## config.mk

```make
export PLATFORM = sky130hd
export DESIGN_NAME = fdivsqrt_otfc4_seq_flat
export DESIGN_NICKNAME = d
export VERILOG_FILES = /design/src/rtl/fdivsqrt_pkg.sv /design/src/rtl/fdivsqrt_otfc4_seq_if.sv /design/src/rtl/fdivsqrt_otfc4_step.sv /design/src/rtl/fdivsqrt_otfc4_seq.sv /design/src/flat_wrapper.sv
export SDC_FILE = /design/constraint.sdc
export NUM_CORES = 1
export LEC_CHECK = 0
export ABC_AREA = 1
export BUFFER_PORTS_ARGS = -buffer_cell sky130_fd_sc_hd__buf_2
export CORE_MARGIN = 1.5
export CORE_UTILIZATION = 35
export DETAILED_ROUTE_END_ITERATION = 8
export PLACE_DENSITY = 0.65
export SLEW_MARGIN = 30
export SYNTH_ARGS = -nofsm -noshare
export SYNTH_HDL_FRONTEND = slang
export SYNTH_SLANG_ARGS = --single-unit
```

## constraint.sdc

```tcl
create_clock -name clk -period 1.15 [get_ports clk]
set_input_delay 0.1725 -clock clk [delete_from_list [all_inputs] [get_ports clk]]
set_output_delay 0.1725 -clock clk [all_outputs]
set_load 0.02 [all_outputs]
```

## src/rtl/fdivsqrt_pkg.sv

```systemverilog
// Shared types and constants for the radix-4 divide/sqrt datapath:
// one-hot digit encodings, converter FSM states and a digit-legality helper.
package fdivsqrt_pkg;

    localparam logic [3:0] UDIG_P2 = 4'b1000;
    localparam logic [3:0] UDIG_P1 = 4'b0100;
    localparam logic [3:0] UDIG_M1 = 4'b0010;
    localparam logic [3:0] UDIG_M2 = 4'b0001;

    typedef enum logic [1:0] {
        IDLE    = 2'd0,
        RUN     = 2'd1,
        WAITREM = 2'd2
    } otfc_state_t;

    // More than one bit hot means the selector produced a corrupt digit.
    function automatic logic udig_multi_hot(input logic [3:0] d);
        return ((d & (d - 4'd1)) != 4'd0);
    endfunction

endpackage

```

## src/rtl/fdivsqrt_otfc4_seq_if.sv

```systemverilog
// Digit/remainder handshake between the digit selector and the on-the-fly converter.
interface fdivsqrt_otfc4_seq_if #(parameter int W = 30);
    logic         start;
    logic         sqrt_i;
    logic         dig_valid;
    logic [3:0]   udigit;
    logic         dig_ready;
    logic         j0;
    logic         j1;
    logic         sqrt_o;
    logic         rem_valid;
    logic         rem_neg;
    logic         busy;
    logic         done;
    logic [W-1:0] result;
    logic         dig_err;

    modport master (
        output start, sqrt_i, dig_valid, udigit, rem_valid, rem_neg,
        input  dig_ready, j0, j1, sqrt_o, busy, done, result, dig_err
    );

    modport slave (
        input  start, sqrt_i, dig_valid, udigit, rem_valid, rem_neg,
        output dig_ready, j0, j1, sqrt_o, busy, done, result, dig_err
    );
endinterface

```

## src/rtl/fdivsqrt_otfc4_step.sv

```systemverilog
// One radix-4 on-the-fly conversion step: appends a signed digit to U and UM
// (UM = U-1) using only shifts and selection, no carry chain.
module fdivsqrt_otfc4_step
    import fdivsqrt_pkg::*;
#(
    parameter int W = 30
) (
    input  logic [W-1:0] u_s,
    input  logic [W-1:0] um_s,
    input  logic [3:0]   udigit_s,
    output logic [W-1:0] u_nxt_s,
    output logic [W-1:0] um_nxt_s,
    output logic         illegal_s
);

    // Select the next U/UM pair; zero and corrupt digits share the d=0 path.
    always_comb begin
        u_nxt_s   = {u_s[W-3:0], 2'b00};
        um_nxt_s  = {um_s[W-3:0], 2'b11};
        illegal_s = udig_multi_hot(udigit_s);
        case (udigit_s)
            UDIG_P2: begin
                u_nxt_s  = {u_s[W-3:0], 2'b10};
                um_nxt_s = {u_s[W-3:0], 2'b01};
            end
            UDIG_P1: begin
                u_nxt_s  = {u_s[W-3:0], 2'b01};
                um_nxt_s = {u_s[W-3:0], 2'b00};
            end
            UDIG_M1: begin
                u_nxt_s  = {um_s[W-3:0], 2'b11};
                um_nxt_s = {um_s[W-3:0], 2'b10};
            end
            UDIG_M2: begin
                u_nxt_s  = {um_s[W-3:0], 2'b10};
                um_nxt_s = {um_s[W-3:0], 2'b01};
            end
            default: begin
                u_nxt_s  = {u_s[W-3:0], 2'b00};
                um_nxt_s = {um_s[W-3:0], 2'b11};
            end
        endcase
    end

endmodule

```

## src/rtl/fdivsqrt_otfc4_seq.sv

```systemverilog
// Sequential radix-4 on-the-fly converter: accumulates DIGITS signed digits into U/UM
// and returns U or U-1 depending on the sign of the final remainder.
module fdivsqrt_otfc4_seq
    import fdivsqrt_pkg::*;
#(
    parameter int DIGITS = 14
) (
    input  logic                  clk,
    input  logic                  resetn,
    fdivsqrt_otfc4_seq_if.slave   bus
);

    localparam int W  = 2 * DIGITS + 2;
    localparam int CW = $clog2(DIGITS + 1);
    localparam logic [CW-1:0] LAST_CNT = CW'(DIGITS - 1);

    otfc_state_t   state_r;
    logic [W-1:0]  u_r;
    logic [W-1:0]  um_r;
    logic [CW-1:0] cnt_r;
    logic [W-1:0]  result_r;
    logic          done_r;
    logic          sqrt_r;
    logic          dig_err_r;

    logic [W-1:0]  u_nxt_s;
    logic [W-1:0]  um_nxt_s;
    logic          illegal_s;
    logic          run_s;

    fdivsqrt_otfc4_step #(.W(W)) u_step (
        .u_s       (u_r),
        .um_s      (um_r),
        .udigit_s  (bus.udigit),
        .u_nxt_s   (u_nxt_s),
        .um_nxt_s  (um_nxt_s),
        .illegal_s (illegal_s)
    );

    // Converter FSM, digit accumulation and result capture; start overrides everything.
    always_ff @(posedge clk) begin
        if (!resetn) begin
            state_r   <= IDLE;
            u_r       <= '0;
            um_r      <= '1;
            cnt_r     <= '0;
            result_r  <= '0;
            done_r    <= 1'b0;
            sqrt_r    <= 1'b0;
            dig_err_r <= 1'b0;
        end else begin
            done_r <= 1'b0;
            if (bus.start) begin
                state_r   <= RUN;
                u_r       <= '0;
                um_r      <= '1;
                cnt_r     <= '0;
                sqrt_r    <= bus.sqrt_i;
                dig_err_r <= 1'b0;
            end else begin
                case (state_r)
                    IDLE: begin
                        state_r <= IDLE;
                    end
                    RUN: begin
                        if (bus.dig_valid) begin
                            u_r   <= u_nxt_s;
                            um_r  <= um_nxt_s;
                            cnt_r <= cnt_r + CW'(1);
                            if (illegal_s) begin
                                dig_err_r <= 1'b1;
                            end
                            if (cnt_r == LAST_CNT) begin
                                state_r <= WAITREM;
                            end
                        end
                    end
                    WAITREM: begin
                        if (bus.rem_valid) begin
                            result_r <= bus.rem_neg ? um_r : u_r;
                            done_r   <= 1'b1;
                            state_r  <= IDLE;
                        end
                    end
                    default: begin
                        state_r <= IDLE;
                    end
                endcase
            end
        end
    end

    assign run_s         = (state_r == RUN);
    assign bus.dig_ready = run_s;
    assign bus.busy      = (state_r != IDLE);
    assign bus.j0        = run_s && (cnt_r == CW'(0));
    assign bus.j1        = run_s && (cnt_r == CW'(1));
    assign bus.sqrt_o    = sqrt_r;
    assign bus.done      = done_r;
    assign bus.result    = result_r;
    assign bus.dig_err   = dig_err_r;

endmodule

```

## src/flat_wrapper.sv

```systemverilog
// flat-port wrapper written by rule: the top's interface ports become plain ports
module fdivsqrt_otfc4_seq_flat import fdivsqrt_pkg::*;
#(
    parameter int DIGITS = 14
)
  (clk, resetn, bus_start, bus_sqrt_i, bus_dig_valid, bus_udigit, bus_rem_valid, bus_rem_neg, bus_dig_ready, bus_j0, bus_j1, bus_sqrt_o, bus_busy, bus_done, bus_result, bus_dig_err);
  fdivsqrt_otfc4_seq_if #(.W((2 * DIGITS + 2))) bus_i ();
  input  logic clk;
  input  logic resetn;
  input wire logic [$bits(bus_i.start)-1:0] bus_start;
  input wire logic [$bits(bus_i.sqrt_i)-1:0] bus_sqrt_i;
  input wire logic [$bits(bus_i.dig_valid)-1:0] bus_dig_valid;
  input wire logic [$bits(bus_i.udigit)-1:0] bus_udigit;
  input wire logic [$bits(bus_i.rem_valid)-1:0] bus_rem_valid;
  input wire logic [$bits(bus_i.rem_neg)-1:0] bus_rem_neg;
  output wire logic [$bits(bus_i.dig_ready)-1:0] bus_dig_ready;
  output wire logic [$bits(bus_i.j0)-1:0] bus_j0;
  output wire logic [$bits(bus_i.j1)-1:0] bus_j1;
  output wire logic [$bits(bus_i.sqrt_o)-1:0] bus_sqrt_o;
  output wire logic [$bits(bus_i.busy)-1:0] bus_busy;
  output wire logic [$bits(bus_i.done)-1:0] bus_done;
  output wire logic [$bits(bus_i.result)-1:0] bus_result;
  output wire logic [$bits(bus_i.dig_err)-1:0] bus_dig_err;
  assign bus_i.start = bus_start;
  assign bus_i.sqrt_i = bus_sqrt_i;
  assign bus_i.dig_valid = bus_dig_valid;
  assign bus_i.udigit = bus_udigit;
  assign bus_i.rem_valid = bus_rem_valid;
  assign bus_i.rem_neg = bus_rem_neg;
  assign bus_dig_ready = bus_i.dig_ready;
  assign bus_j0 = bus_i.j0;
  assign bus_j1 = bus_i.j1;
  assign bus_sqrt_o = bus_i.sqrt_o;
  assign bus_busy = bus_i.busy;
  assign bus_done = bus_i.done;
  assign bus_result = bus_i.result;
  assign bus_dig_err = bus_i.dig_err;
  fdivsqrt_otfc4_seq #(.DIGITS(DIGITS)) u_core (.clk(clk), .resetn(resetn), .bus(bus_i));
endmodule
```

==> metrics <==
ys flop type=dfxtp_1; Yosys cell types=28; TritonRoute pass-1 iters=7; Seq/Total Area, Yosys=40.32%; Tcrit/Tclk final=121.8%; power per cell area=1094 nW/um^2; Gate power share=19.9%; grt ovf=0; Psw=2.460 mW; Int Power=5.732 mW; Mapped Area=4916 um^2; Num CTS Buffers=9; Post-Syn Instances=696; Async SR Flop Fraction=0%; Cell Count, Final, Fillers Out=978; Iter 0 DRT Violations=600; Detailed Route WL=16.96 mm; outcome=finished with violations; number of port buffers=47; Area growth syn-to-layout=52.30%; design area=7487 um^2; min-delay src=bus_sqrt_i; peak supply drop=0.7107 mV; Final nets=807; CTS Sinks=99; clock network fraction of total power=36.2%; fin crit period=1401 ps; CP Launch Type=flop; synthesized flop and latch total=99; Place WS=-151.5 ps; skew final=6.923 ps; placed insts=920; WP data required=980 ps; worst slew pin tran=355.8 ps; critical path arrival=1230 ps; fin. max-slew vios=0; Worst Setup SP=u_core.cnt_r[0]; capturing point of the worst reg2reg path=u_core.um_r[26]; CTS Buffer Depth=2; Clk pin slew, worst setup/hold paths=70 ps; depth of the worst register-to-register path=9; # diodes=0; initial antenna violation count=0; Worst Hold End=u_core.bus.sqrt_o; drt wl/cell=17.34 um; vias in the first global route=4844; flop2flop setup slack=-180 ps; Yosys Warn Count=0; # Max-Cap Violations=0; core area=13770 um^2; Flop pwr share=43.9%; Rel. slew slack=75.60%; crit path kind=flop to output pin; Power Total=8.192 mW; Ports=48; row count=43; RSZ-0062 raised after global routing=true; fmax=713.7 MHz; crit path capture type=output pin; root buffer cell=clkbuf_16; final hold violation count=0; worst min-delay path class=primary input to flop; count of final setup violators=93; FF-to-FF Start=u_core.state_r[1]; CTS tree=built; worst skew pair latency=350 ps; syn avg cell area=7.063 um^2; Area after DPL=5668 um^2; vias per std cell=5.598; largest net degree at the start of global routing=50; # DRC=0; Tot GR Track Use=21.14%; gpl congestion=0.8598; Final Worst Setup Slack=-251.2 ps; die area=14770 um^2; leakage power total=3.141 nW; number of synthesized flops with an enable pin=0; die width=121.5 um; critical path fanouts, max=3; first-pass GRT wire length=24.76 mm; Syn Nets=710; Hold Crit Depth=3; vias=5475; Detail Route Antenna Nets=0; violated checks=negative setup slack; share of post-route cells with drive strength above 1=39.10%; dpl hpwl=8.360 mm; Initial Util=35.69%; net switching fraction of the power=30.03%; H-tree lvl count=3; Die Y=121.5 um
metrics by stage:
step	hold slack, ps	util (%)	setup TNS, ps
finish	40.42	54.36	-9998
global route	91.74	54.36	-15060
CTS	42.82	49.83	-9022
detailed placement	401.5	41.15	-7316
global placement	406.1	41.15	-4656
floorplan	307.3	-	0
power by group through the flow:
stage,Sequential [mW],Clock (mW),Combinational [mW]
6_report,3.60,2.97,1.63
3_3_place_gp,3.66,0,1.04
2_1_floorplan,3.66,0,0.685
5_1_grt,3.60,3.12,1.73
4_1_cts,3.58,2.97,1.42
3_5_place_dp,3.66,0,1.04
cell type report:
type / instances / area, um^2
clock inverter: 7 / 60.06
sequential: 99 / 1994
inverter: 28 / 120.1
tap: 180 / 225.2
clock buffer: 9 / 225.2
multi-input combinational: 517 / 3221
fill: 1191 / 6286
timing repair buffer: 138 / 1642
what timing repair did:
item | 4_1_cts | 5_1_grt
pin swaps | 31 | 56
gates resized for setup | 109 | 171
hold buffers | 0 | 0
setup buffers | 17 | 11
endpoints found under the setup margin | 73 | 101
gates cloned | 16 | 5
worst max-delay path by stage:
stage | end | slack, ps | cells past startpoint
after CTS | bus_j1 | -230 | 5
final | bus_j0 | -250 | 5
after global routing | bus_j0 | -260 | 5
after floorplan | u_core.u_r[28] | 0.7 | 8
after detailed placement | u_core.u_r[6] | -150 | 7
after global placement | u_core.u_r[6] | -130 | 6
sequential cells by signal (all words and copies together) (netlist names):
| name | cells |
|---|---|
| u_core.bus.result | 30 |
| u_core.state_r | 2 |
| u_core.bus.sqrt_o | 1 |
| u_core.bus.done | 1 |
| u_core.bus.dig_err | 1 |
| u_core.um_r | 30 |
| u_core.cnt_r | 4 |
| u_core.u_r | 30 |
kinds of logic (layout without fill, tap and decap cells):
logic type | after synthesis | after routing | synth area share (%)
flops | 99 | 99 | 40.32
simple gates | 360 | 360 | 32.91
compound gates | 131 | 131 | 13.72
mux | 23 | 23 | 4.683
fa+ha+maj | 3 | 3 | 0.7636
buf+inv | 80 | 182 | 7.610
synthesized netlist by cell type (2+ instances only):
cell type  count  share of area [%]
inv_2          5               0.38
dfxtp_1       99                 40
a21oi_1       57                5.8
nor2_1        85                6.5
mux2i_1       23                4.7
o21ai_0       57                5.8
nand3_1      135                 14
nand4_1       14                1.8
a211oi_1       7                1.1
o21ai_1        9               0.92
buf_2         26                2.6
nand2_2        4               0.51
ha_1           3               0.76
nand2_1      113                8.6
nor2_2         2               0.25
clkbuf_1      14                1.1
buf_1          2               0.15
inv_1         23                1.8
buf_4          9                1.4
layer usage:
| metal | up-vias | global-route usage (%) | share of wire, % |
|---|---|---|---|
| met2 | 254 | 34.50 | 46 |
| met3 | 64 | 2.867 | 5.6 |
| li1 | 2599 | - | - |
| met4 | 0 | 9.191 | 4.3 |
| met5 | - | 0 | 0 |
| met1 | 2558 | 27.94 | 44 |
critical path, stage by stage, from the launching register on:
cell and delay [ps]:
dfxtp_4 370, inv_4 70, ha_4 120, nand2_1 50, nor2_1 120, buf_4 160
layout by cell type (no fill, tap or decap), drive strengths merged, types with 3 or more instances in the layout:
| cell | count |
|---|---|
| nor2 | 88 |
| mux2i | 23 |
| inv | 29 |
| a211oi | 7 |
| clkinv | 3 |
| buf | 134 |
| nand4 | 15 |
| nand3 | 137 |
| clkinvlp | 3 |
| clkbuf | 13 |
| ha | 3 |
| o21ai | 66 |
| a21oi | 57 |
| nand2 | 118 |
| dfxtp | 99 |
Note: power is estimated with default switching activity, not from simulation.
